`src/rtl/tlp_tx_scheduler.sv`:
```
// -----------------------------------------------------------------------------
// tlp_tx_scheduler
//
// Purpose:
//   Transmit-side scheduler between the transaction layer and the 32-bit TLP
//   link. It picks one of two request sources round-robin: writes (address,
//   ID, 32 B payload) or reads (address, ID). It turns the granted request
//   into a stream of dwords and keeps the TLP until the link partner
//   acknowledges it. On nack or on an ack timeout the whole TLP is sent again.
//   After MAX_REPLAY replays the TLP is dropped and a sticky error is flagged.
//
// Handshake semantics (every valid/ready pair in this block):
//   A transfer happens on a rising clk edge where valid and ready are both
//   high. A source that raises valid keeps valid high, and keeps its payload
//   stable, until that transfer. Ready may depend on valid combinationally.
//   The TLP stream obeys the same rule: while tlp_valid && !tlp_ready,
//   tlp_data holds its value and tlp_valid stays high.
//
// Ports:
//   clk, rst_n        clock; reset is asynchronous and active-HIGH (asserted
//                     while rst_n = 1).
//   wr_req_*          write request channel (valid/ready, addr, id, 256-bit
//                     payload; dword k = bits [32k+31:32k]).
//   rd_req_*          read request channel (valid/ready, addr, id).
//   tlp_data/valid/ready  outgoing TLP dword stream.
//   ack, nack         link response for the outstanding TLP. They count only
//                     in WAIT_ACK. If both are high, the cycle is a nack.
//   seq_num           sequence number of the current or next TLP.
//   busy              scheduler is not idle.
//   replay_err        sticky; set when a TLP is dropped after MAX_REPLAY
//                     replays.
//   dbg_state         current FSM state (IDLE=0, HDR=1, DATA=2, WAIT_ACK=3).
// -----------------------------------------------------------------------------
module tlp_tx_scheduler #(
  parameter int ADDR_WIDTH  = 64,
  parameter int ID_WIDTH    = 4,
  parameter int ACK_TIMEOUT = 256,
  parameter int MAX_REPLAY  = 3
) (
  input  logic                  clk,
  input  logic                  rst_n,
  input  logic                  wr_req_valid,
  output logic                  wr_req_ready,
  input  logic [ADDR_WIDTH-1:0] wr_req_addr,
  input  logic [ID_WIDTH-1:0]   wr_req_id,
  input  logic [255:0]          wr_req_data,
  input  logic                  rd_req_valid,
  output logic                  rd_req_ready,
  input  logic [ADDR_WIDTH-1:0] rd_req_addr,
  input  logic [ID_WIDTH-1:0]   rd_req_id,
  output logic [31:0]           tlp_data,
  output logic                  tlp_valid,
  input  logic                  tlp_ready,
  input  logic                  ack,
  input  logic                  nack,
  output logic [7:0]            seq_num,
  output logic                  busy,
  output logic                  replay_err,
  output logic [1:0]            dbg_state
);

  localparam logic [1:0] ST_IDLE = 2'd0;
  localparam logic [1:0] ST_HDR  = 2'd1;
  localparam logic [1:0] ST_DATA = 2'd2;
  localparam logic [1:0] ST_WAIT = 2'd3;

  // The timer only has to reach ACK_TIMEOUT-1.
  // The replay counter only has to reach MAX_REPLAY.
  localparam int TW = (ACK_TIMEOUT > 1) ? $clog2(ACK_TIMEOUT) : 1;
  localparam int RW = (MAX_REPLAY > 0) ? $clog2(MAX_REPLAY + 1) : 1;

  localparam logic [7:0] TLP_LEN = 8'd8;

  // ---------------------------------------------------------------------------
  // State
  // ---------------------------------------------------------------------------
  logic [1:0]    state_q,   state_d;
  logic [2:0]    beat_q,    beat_d;     // dword index inside HDR (0..2) or DATA (0..7)
  logic          is_wr_q,   is_wr_d;    // kind of the held TLP
  logic [63:0]   addr_q,    addr_d;     // zero-extended request address
  logic [7:0]    tag_q,     tag_d;      // zero-extended request ID
  logic [255:0]  data_q,    data_d;     // write payload (unused for reads)
  logic          last_wr_q, last_wr_d;  // 1: last grant went to WRITE
  logic [7:0]    seq_q,     seq_d;
  logic [RW-1:0] replay_q,  replay_d;
  logic [TW-1:0] timer_q,   timer_d;
  logic          err_q,     err_d;

  // ---------------------------------------------------------------------------
  // Round-robin grant. It is evaluated every cycle, but ready is only driven
  // in IDLE. Reset leaves last grant = READ, so WRITE wins the first tie.
  // ---------------------------------------------------------------------------
  logic grant_wr;
  logic grant_rd;
  logic in_idle;

  always_comb begin
    in_idle  = (state_q == ST_IDLE);
    grant_wr = wr_req_valid && (!rd_req_valid || !last_wr_q);
    grant_rd = rd_req_valid && !grant_wr;
  end

  assign wr_req_ready = in_idle && grant_wr;
  assign rd_req_ready = in_idle && grant_rd;

  // ---------------------------------------------------------------------------
  // Output dword mux. The dword is a pure function of the registered state and
  // beat. A stalled beat therefore keeps tlp_data stable with no extra holding
  // register.
  // ---------------------------------------------------------------------------
  always_comb begin
    tlp_valid = 1'b0;
    tlp_data  = 32'd0;
    case (state_q)
      ST_HDR: begin
        tlp_valid = 1'b1;
        case (beat_q)
          3'd0:    tlp_data = {{2{is_wr_q}}, 6'b0, seq_q, tag_q, TLP_LEN};
          3'd1:    tlp_data = addr_q[63:32];
          default: tlp_data = addr_q[31:0];
        endcase
      end
      ST_DATA: begin
        tlp_valid = 1'b1;
        tlp_data  = data_q[{beat_q, 5'b0} +: 32];
      end
      default: begin
        tlp_valid = 1'b0;
        tlp_data  = 32'd0;
      end
    endcase
  end

  // ---------------------------------------------------------------------------
  // Retry decision in WAIT_ACK. A nack always forces a retry, even when ack is
  // also high. A timeout counts only when ack did not arrive on that cycle.
  // ---------------------------------------------------------------------------
  logic retry;
  logic replay_left;

  always_comb begin
    retry       = nack || (!ack && (timer_q == TW'(ACK_TIMEOUT - 1)));
    replay_left = (replay_q < RW'(MAX_REPLAY));
  end

  // ---------------------------------------------------------------------------
  // Next-state logic
  // ---------------------------------------------------------------------------
  always_comb begin
    state_d   = state_q;
    beat_d    = beat_q;
    is_wr_d   = is_wr_q;
    addr_d    = addr_q;
    tag_d     = tag_q;
    data_d    = data_q;
    last_wr_d = last_wr_q;
    seq_d     = seq_q;
    replay_d  = replay_q;
    timer_d   = timer_q;
    err_d     = err_q;

    case (state_q)
      ST_IDLE: begin
        if (wr_req_ready) begin
          is_wr_d   = 1'b1;
          addr_d    = 64'(wr_req_addr);
          tag_d     = 8'(wr_req_id);
          data_d    = wr_req_data;
          last_wr_d = 1'b1;
          beat_d    = 3'd0;
          state_d   = ST_HDR;
        end else if (rd_req_ready) begin
          is_wr_d   = 1'b0;
          addr_d    = 64'(rd_req_addr);
          tag_d     = 8'(rd_req_id);
          last_wr_d = 1'b0;
          beat_d    = 3'd0;
          state_d   = ST_HDR;
        end
      end

      ST_HDR: begin
        if (tlp_ready) begin
          if (beat_q == 3'd2) begin
            beat_d  = 3'd0;
            state_d = is_wr_q ? ST_DATA : ST_WAIT;
          end else begin
            beat_d  = beat_q + 3'd1;
          end
        end
      end

      ST_DATA: begin
        if (tlp_ready) begin
          if (beat_q == 3'd7) begin
            beat_d  = 3'd0;
            state_d = ST_WAIT;
          end else begin
            beat_d  = beat_q + 3'd1;
          end
        end
      end

      ST_WAIT: begin
        if (retry) begin
          timer_d = '0;
          if (replay_left) begin
            // Send again from the first header dword. seq_num is unchanged,
            // so the replayed dwords are identical to the first send.
            replay_d = replay_q + RW'(1);
            beat_d   = 3'd0;
            state_d  = ST_HDR;
          end else begin
            // Out of replays: drop the TLP and move to the next sequence number.
            err_d    = 1'b1;
            seq_d    = seq_q + 8'd1;
            replay_d = '0;
            state_d  = ST_IDLE;
          end
        end else if (ack) begin
          seq_d    = seq_q + 8'd1;
          replay_d = '0;
          timer_d  = '0;
          state_d  = ST_IDLE;
        end else begin
          timer_d  = timer_q + TW'(1);
        end
      end

      default: begin
        state_d = ST_IDLE;
      end
    endcase
  end

  // ---------------------------------------------------------------------------
  // Registers. Reset is asynchronous and active-high on rst_n.
  // ---------------------------------------------------------------------------
  always_ff @(posedge clk or posedge rst_n) begin
    if (rst_n) begin
      state_q   <= ST_IDLE;
      beat_q    <= 3'd0;
      is_wr_q   <= 1'b0;
      addr_q    <= 64'd0;
      tag_q     <= 8'd0;
      data_q    <= 256'd0;
      last_wr_q <= 1'b0;
      seq_q     <= 8'd0;
      replay_q  <= '0;
      timer_q   <= '0;
      err_q     <= 1'b0;
    end else begin
      state_q   <= state_d;
      beat_q    <= beat_d;
      is_wr_q   <= is_wr_d;
      addr_q    <= addr_d;
      tag_q     <= tag_d;
      data_q    <= data_d;
      last_wr_q <= last_wr_d;
      seq_q     <= seq_d;
      replay_q  <= replay_d;
      timer_q   <= timer_d;
      err_q     <= err_d;
    end
  end

  assign seq_num    = seq_q;
  assign busy       = (state_q != ST_IDLE);
  assign replay_err = err_q;
  assign dbg_state  = state_q;

endmodule
```
`config.mk`:
```
export PLATFORM = sky130hd
export DESIGN_NAME = tlp_tx_scheduler
export DESIGN_NICKNAME = d
export VERILOG_FILES = /design/src/rtl/tlp_tx_scheduler.sv
export SDC_FILE = /design/constraint.sdc
export NUM_CORES = 1
export LEC_CHECK = 0
export CAP_MARGIN = 20
export CORE_MARGIN = 2
export CORE_UTILIZATION = 53
export DETAILED_ROUTE_END_ITERATION = 10
export PLACE_DENSITY = 0.87
export SYNTH_ARGS = -nofsm -noshare
export SYNTH_HDL_FRONTEND = slang
export SYNTH_SLANG_ARGS = --single-unit
```
`constraint.sdc`:
```
create_clock -name clk -period 24.6 [get_ports clk]
set_input_delay 2.46 -clock clk [delete_from_list [all_inputs] [get_ports clk]]
set_output_delay 2.46 -clock clk [all_outputs]
set_load 0.02 [all_outputs]
```
======== Word level (Yosys, flattened, before mapping) ========
Cells that the tools add are included.
cells by class
  equality and inequality tests ........... 16
  reduce and logical (&&, ||, !) cells .... 24
  muxes and demuxes ....................... 36
  shift operators ......................... 1
  magnitude comparators ................... 1
  bitwise operators ....................... 1
  add/subtract/negate cells ............... 4
operator list
  operator                                                                count
  256-bit by 9-bit variable part select with 32-bit output                1
  64-bit 2-to-1 mux                                                       2
  32-bit case mux with 2 select lines                                     2
  8-bit 2-to-1 mux                                                        7
  3-bit 2-to-1 mux                                                        8
  2-bit 2-to-1 mux                                                        10
  8-bit by 1-bit adder with 8-bit output (second input constant)          2
  2-bit inequality test (second input constant)                           7
  3-bit case mux with 4 select lines                                      1
  8-bit equality test (second input constant)                             1
  2-bit case mux with 4 select lines                                      1
  3-bit inequality test (second input constant)                           2
  2-bit AND reduction                                                     3
  3-bit AND reduction                                                     2
  6-bit AND reduction                                                     1
  2-bit nonzero test                                                      3
  1-bit logical AND                                                       5
  1-bit 2-to-1 mux                                                        5
  5-bit AND reduction                                                     1
  2-bit equality test (second input constant)                             2
  1-bit zero test                                                         4
  3-bit by 1-bit adder with 3-bit output (second input constant)          1
  3-bit by 1-bit equality test with 1-bit output (second input constant)  1
  3-bit by 2-bit equality test with 1-bit output (second input constant)  1
  9 further kinds                                                         10
word-level totals
  logic and storage cells ................. 93
  register bits after elaboration ......... 353
  output and inout bits ................... 47
  input port bits ......................... 399

======== Logic depth before layout (Yosys ltp) ========
  word-level depth ........................ 9
  mapped depth ............................ 10
  depth with buffers taken out ............ 6

======== Least setup slack after synthesis ========
OpenSTA, ideal clock, no wires.
  path kind ............................... input to output
  start ................................... in wr_req_valid
  end ..................................... out wr_req_ready
  buffers on the path ..................... 3
  required time ........................... 22.140 ns
  data arrival time ....................... 3.161 ns
  stages .................................. 5
  setup slack ............................. 18.979 ns
  cells stage by stage .................... nand2_1 a21oi_1 buf_2 buf_4 buf_6
between the ends
  longest elaborated chain between the ends .. 2
RTL lines
  element             line  RTL
  start: declaration  42    input logic wr_req_valid,
  1-bit logical AND   99    grant_wr = wr_req_valid && (!rd_req_valid || !last_wr_q);
  1-bit logical AND   103   assign wr_req_ready = in_idle && grant_wr;
  end: declaration    43    output logic wr_req_ready,
Every way passes these cells.

======== Worst setup path in the final report ========
Ends and elaborated chain as after synthesis.

==> summary.md <==
| Metric | Value |
|---|---|
| Area grow syn2layout | `36.4%` |
| Worst Hold Path Cells | `2` |
| DRC | `0` |
| Core Util, Final | `73.5%` |
| Status | `completed` |
| Max_slew headroom | `19.1%` |
| Clock Path Buffers | `3` |
| Initial Util | `53.9%` |
| Routed Antenna Nets | `0` |
| Synth Cell Area | `16500 sq um` |
| Number of global-route vias before repair | `12664` |
| Clk sinks | `349` |
| Synth cell count leaders | `349 x dfrtp_1, 261 x mux2_2, 101 x mux2i_1` |
| Clock-pin slew on the worst setup and hold paths | `0.06 ns` |
| GRT overflow | `0` |
| VDD IR max | `77.6 uV` |
| Row cnt | `64` |
| Post_cts resized | `0` |
| Critical Path End Type | `output port` |
| Family with the most delay on the worst path | `buffers and inverters` |
| Clock Latency Late Sink | `0.51 ns` |
| Placed Cells | `1962` |
| Cell Chain, Critical Path | `clkdlybuf4s50_1 > nand2_1 > a21oi_4 > clkdlybuf4s50_1` |
| Post-synth top area cell | `dfrtp_1` |
| Final instance area | `22500 sq um` |
| WP data required | `22.14 ns` |
| CTS Buf Count | `38` |
| Total Wirelength | `47.4 mm` |
| Worst path slowest cell | `clkdlybuf4s50_1` |
| Synth area leaders | `dfrtp_1 53%, mux2_2 18%, mux4_2 8.7%` |
| Sequential share of the synthesized area | `53.0%` |
| Worst Hold Class | `register to register` |
| Dpl cell area | `21200 sq um` |
| Area of the multi-input gates | `7290 sq um` |
| Storage element area | `8740 sq um` |
| CP peak stage delay | `0.65 ns` |
| Setup Skew | `0.0115 ns` |
| Setup TNS | `0 ns` |
| Yosys cell types | `45` |
| Hpwl dp | `34.3 mm` |
| Max-cap viol count | `0` |
| Reg-to-Reg Start | `dbg_state[0]` |
| Wire per inst | `23.2 um` |
| Layout cells sized above 1 | `25.4%` |
| Antenna violations before repair | `14` |
| Reg2Reg Depth | `8` |
| Chip width | `180 um` |
| Core area | `30600 sq um` |
| Hold path start | `addr_q[5]` |
| Syn Nets | `1602` |
| # IOs | `446` |
| Largest net degree at the start of global routing | `193` |
| Seq cells post-synth | `349` |
| Final net count | `2017` |
| CP most frequent cell | `clkdlybuf4s50_1` |
| Die H | `180 um` |
| Number of stages on the worst setup path | `4` |
| Count of buffers from port buffering | `445` |
| CP Class | `primary input to output port` |
| First-pass GRT wire length | `72.7 mm` |
| Vias | `11726` |
| Asr flop ratio synth | `100%` |
| DR iter-0 viols | `792` |
| Routability congestion estimate | `0.923` |
| TritonCTS clock tree | `done` |
| Synth Flop Type | `dfrtp_1` |
| Setup bufs post-CTS | `0` |
| Seq pwr share | `38.1%` |
| Clock power frac | `21.6%` |
| DR vias/cell | `5.75` |
| Tightest Pin Transition | `1.21 ns` |
| H-tree Lvls | `2` |
| Critical path origin | `wr_req_valid` |
| Post-Syn Instances | `1191` |
| First-pass detailed-route iteration total | `5` |
| Pwr Density | `120 nW/um^2` |
| Combinational power share | `40.3%` |
| GRT Overall Usage | `29.0%` |
| EDFF count, synth | `0` |
| Hold WS | `0.482 ns` |
| Ys Warns | `0` |
| Hold Buf Count CTS | `0` |
| Int Power | `1.80 mW` |
| Hold Vio Cnt, Final | `0` |
| Period minus WS final | `6.51 ns` |
| P_sw | `0.898 mW` |
| Leak | `8.97 nW` |
| Mean Syn Cell Area | `13.8 sq um` |
| Fin. max-slew vios | `0` |
| Cell Count, Final, Fillers Out | `2040` |
| Max Clk Rate | `154 MHz` |
| Fill cells | `1938` |
| Area share of the largest cell type after synthesis | `53.0%` |
| CTS root buf | `clkbuf_16` |
| Startpoint Class | `primary input` |
| Crit-path max FO | `4` |
| Final Setup Violations | `0` |
| Fin crit share | `26.5%` |
| WP buf/inv | `2` |
| RSZ-0062 raised after global routing | `no` |
| Die ar. | `32500 sq um` |
| CP arrival | `4.05 ns` |
| Switching Fraction | `33.3%` |
| Count leader, synth | `dfrtp_1` |
[per-stage QoR]
step	setup slack (ns)	power [mW]
after floorplan	12.46	1.74
after global placement	18.07	2.06
after detailed placement	18.08	2.11
after CTS	18.08	2.71
after global routing	17.91	2.84
final	18.09	2.70
[cell type report]
| type | count | share of cell area [%] |
|---|---|---|
| Sequential cell | 349 | 38.9 |
| Multi-Input combinational cell | 746 | 32.4 |
| Timing Repair Buffer | 460 | 20.4 |
| Clock buffer | 60 | 5.37 |
| Tap cell | 396 | 2.20 |
| Clock inverter | 7 | 0.395 |
| Inverter | 11 | 0.217 |
| Antenna cell | 11 | 0.122 |
[cells by family (layout without fill, tap and decap cells)]
| logic type | count (synthesis) | after routing | share of synthesized area (%) |
|---|---|---|---|
| xor+xnor | 13 | 13 | 0.690 |
| fa+ha+maj | 12 | 12 | 0.910 |
| flops | 349 | 349 | 53.0 |
| buf+inv | 96 | 538 | 3.01 |
| mux | 427 | 427 | 32.8 |
| simple gates | 123 | 123 | 3.30 |
| other cells | 0 | 11 | 0 |
| compound gates | 171 | 171 | 6.35 |
[power by group through the flow]
stage,registers (mW),logic [mW],clock network [mW]
final,1.03,1.09,0.583
after global routing,1.06,1.16,0.615
after CTS,1.03,1.09,0.589
after detailed placement,1.04,1.08,0
after global placement,1.02,1.04,0
after floorplan,0.970,0.769,0
[path summary, 6_finish.rpt]
kind / to / slack [ns]
setup / recovery: wr_req_ready / 18.09
hold / removal: addr_q[5] / 0.48
setup reg to reg: data_q[137] / 20.43
hold reg to reg: addr_q[5] / 0.48
max in group asynchronous: data_q[75] / 20.63
min in group asynchronous: addr_q[26] / 2.46
[worst register-to-register path, cell delays in order, from the launching register on]
cell and delay (ns):
dfrtp_1 0.44, inv_1 0.11, ha_1 0.33, nand2_1 0.14
a21oi_4 0.24, buf_4 0.57, buf_4 0.78, buf_12 0.62
mux2_2 0.82
[placed cells by master, fill, tap and decap left out, types with 10 or more instances in the layout]
cell / n
nor2_1: 13
inv_1: 10
a21oi_1: 19
clkbuf_8: 11
dfrtp_1: 346
o22ai_1: 31
o21ai_0: 68
diode_2: 11
clkbuf_16: 41
mux2i_1: 101
mux2_2: 261
nand2_1: 78
a22oi_1: 17
ha_1: 12
clkdlybuf4s50_1: 445
buf_4: 13
mux4_2: 64
a22o_1: 13
[flip-flops by register name (all words and copies together) (netlist names)]
name        count
addr_q         64
beat_q          3
data_q        256
dbg_state       2
last_wr_q       1
replay_err      1
replay_q        2
seq_num         8
tag_q           4
timer_q         8
[layer usage]
layer | routed length, um | global-route usage, % | vias to the layer above
li1 | - | - | 5247
met4 | 1630 | 11.2 | 2
met3 | 4100 | 8.97 | 82
met5 | 13 | 0 | -
met2 | 23600 | 48.4 | 478
met1 | 18100 | 35.4 | 5917
No activity file was read; power rests on OpenSTA's default activity.
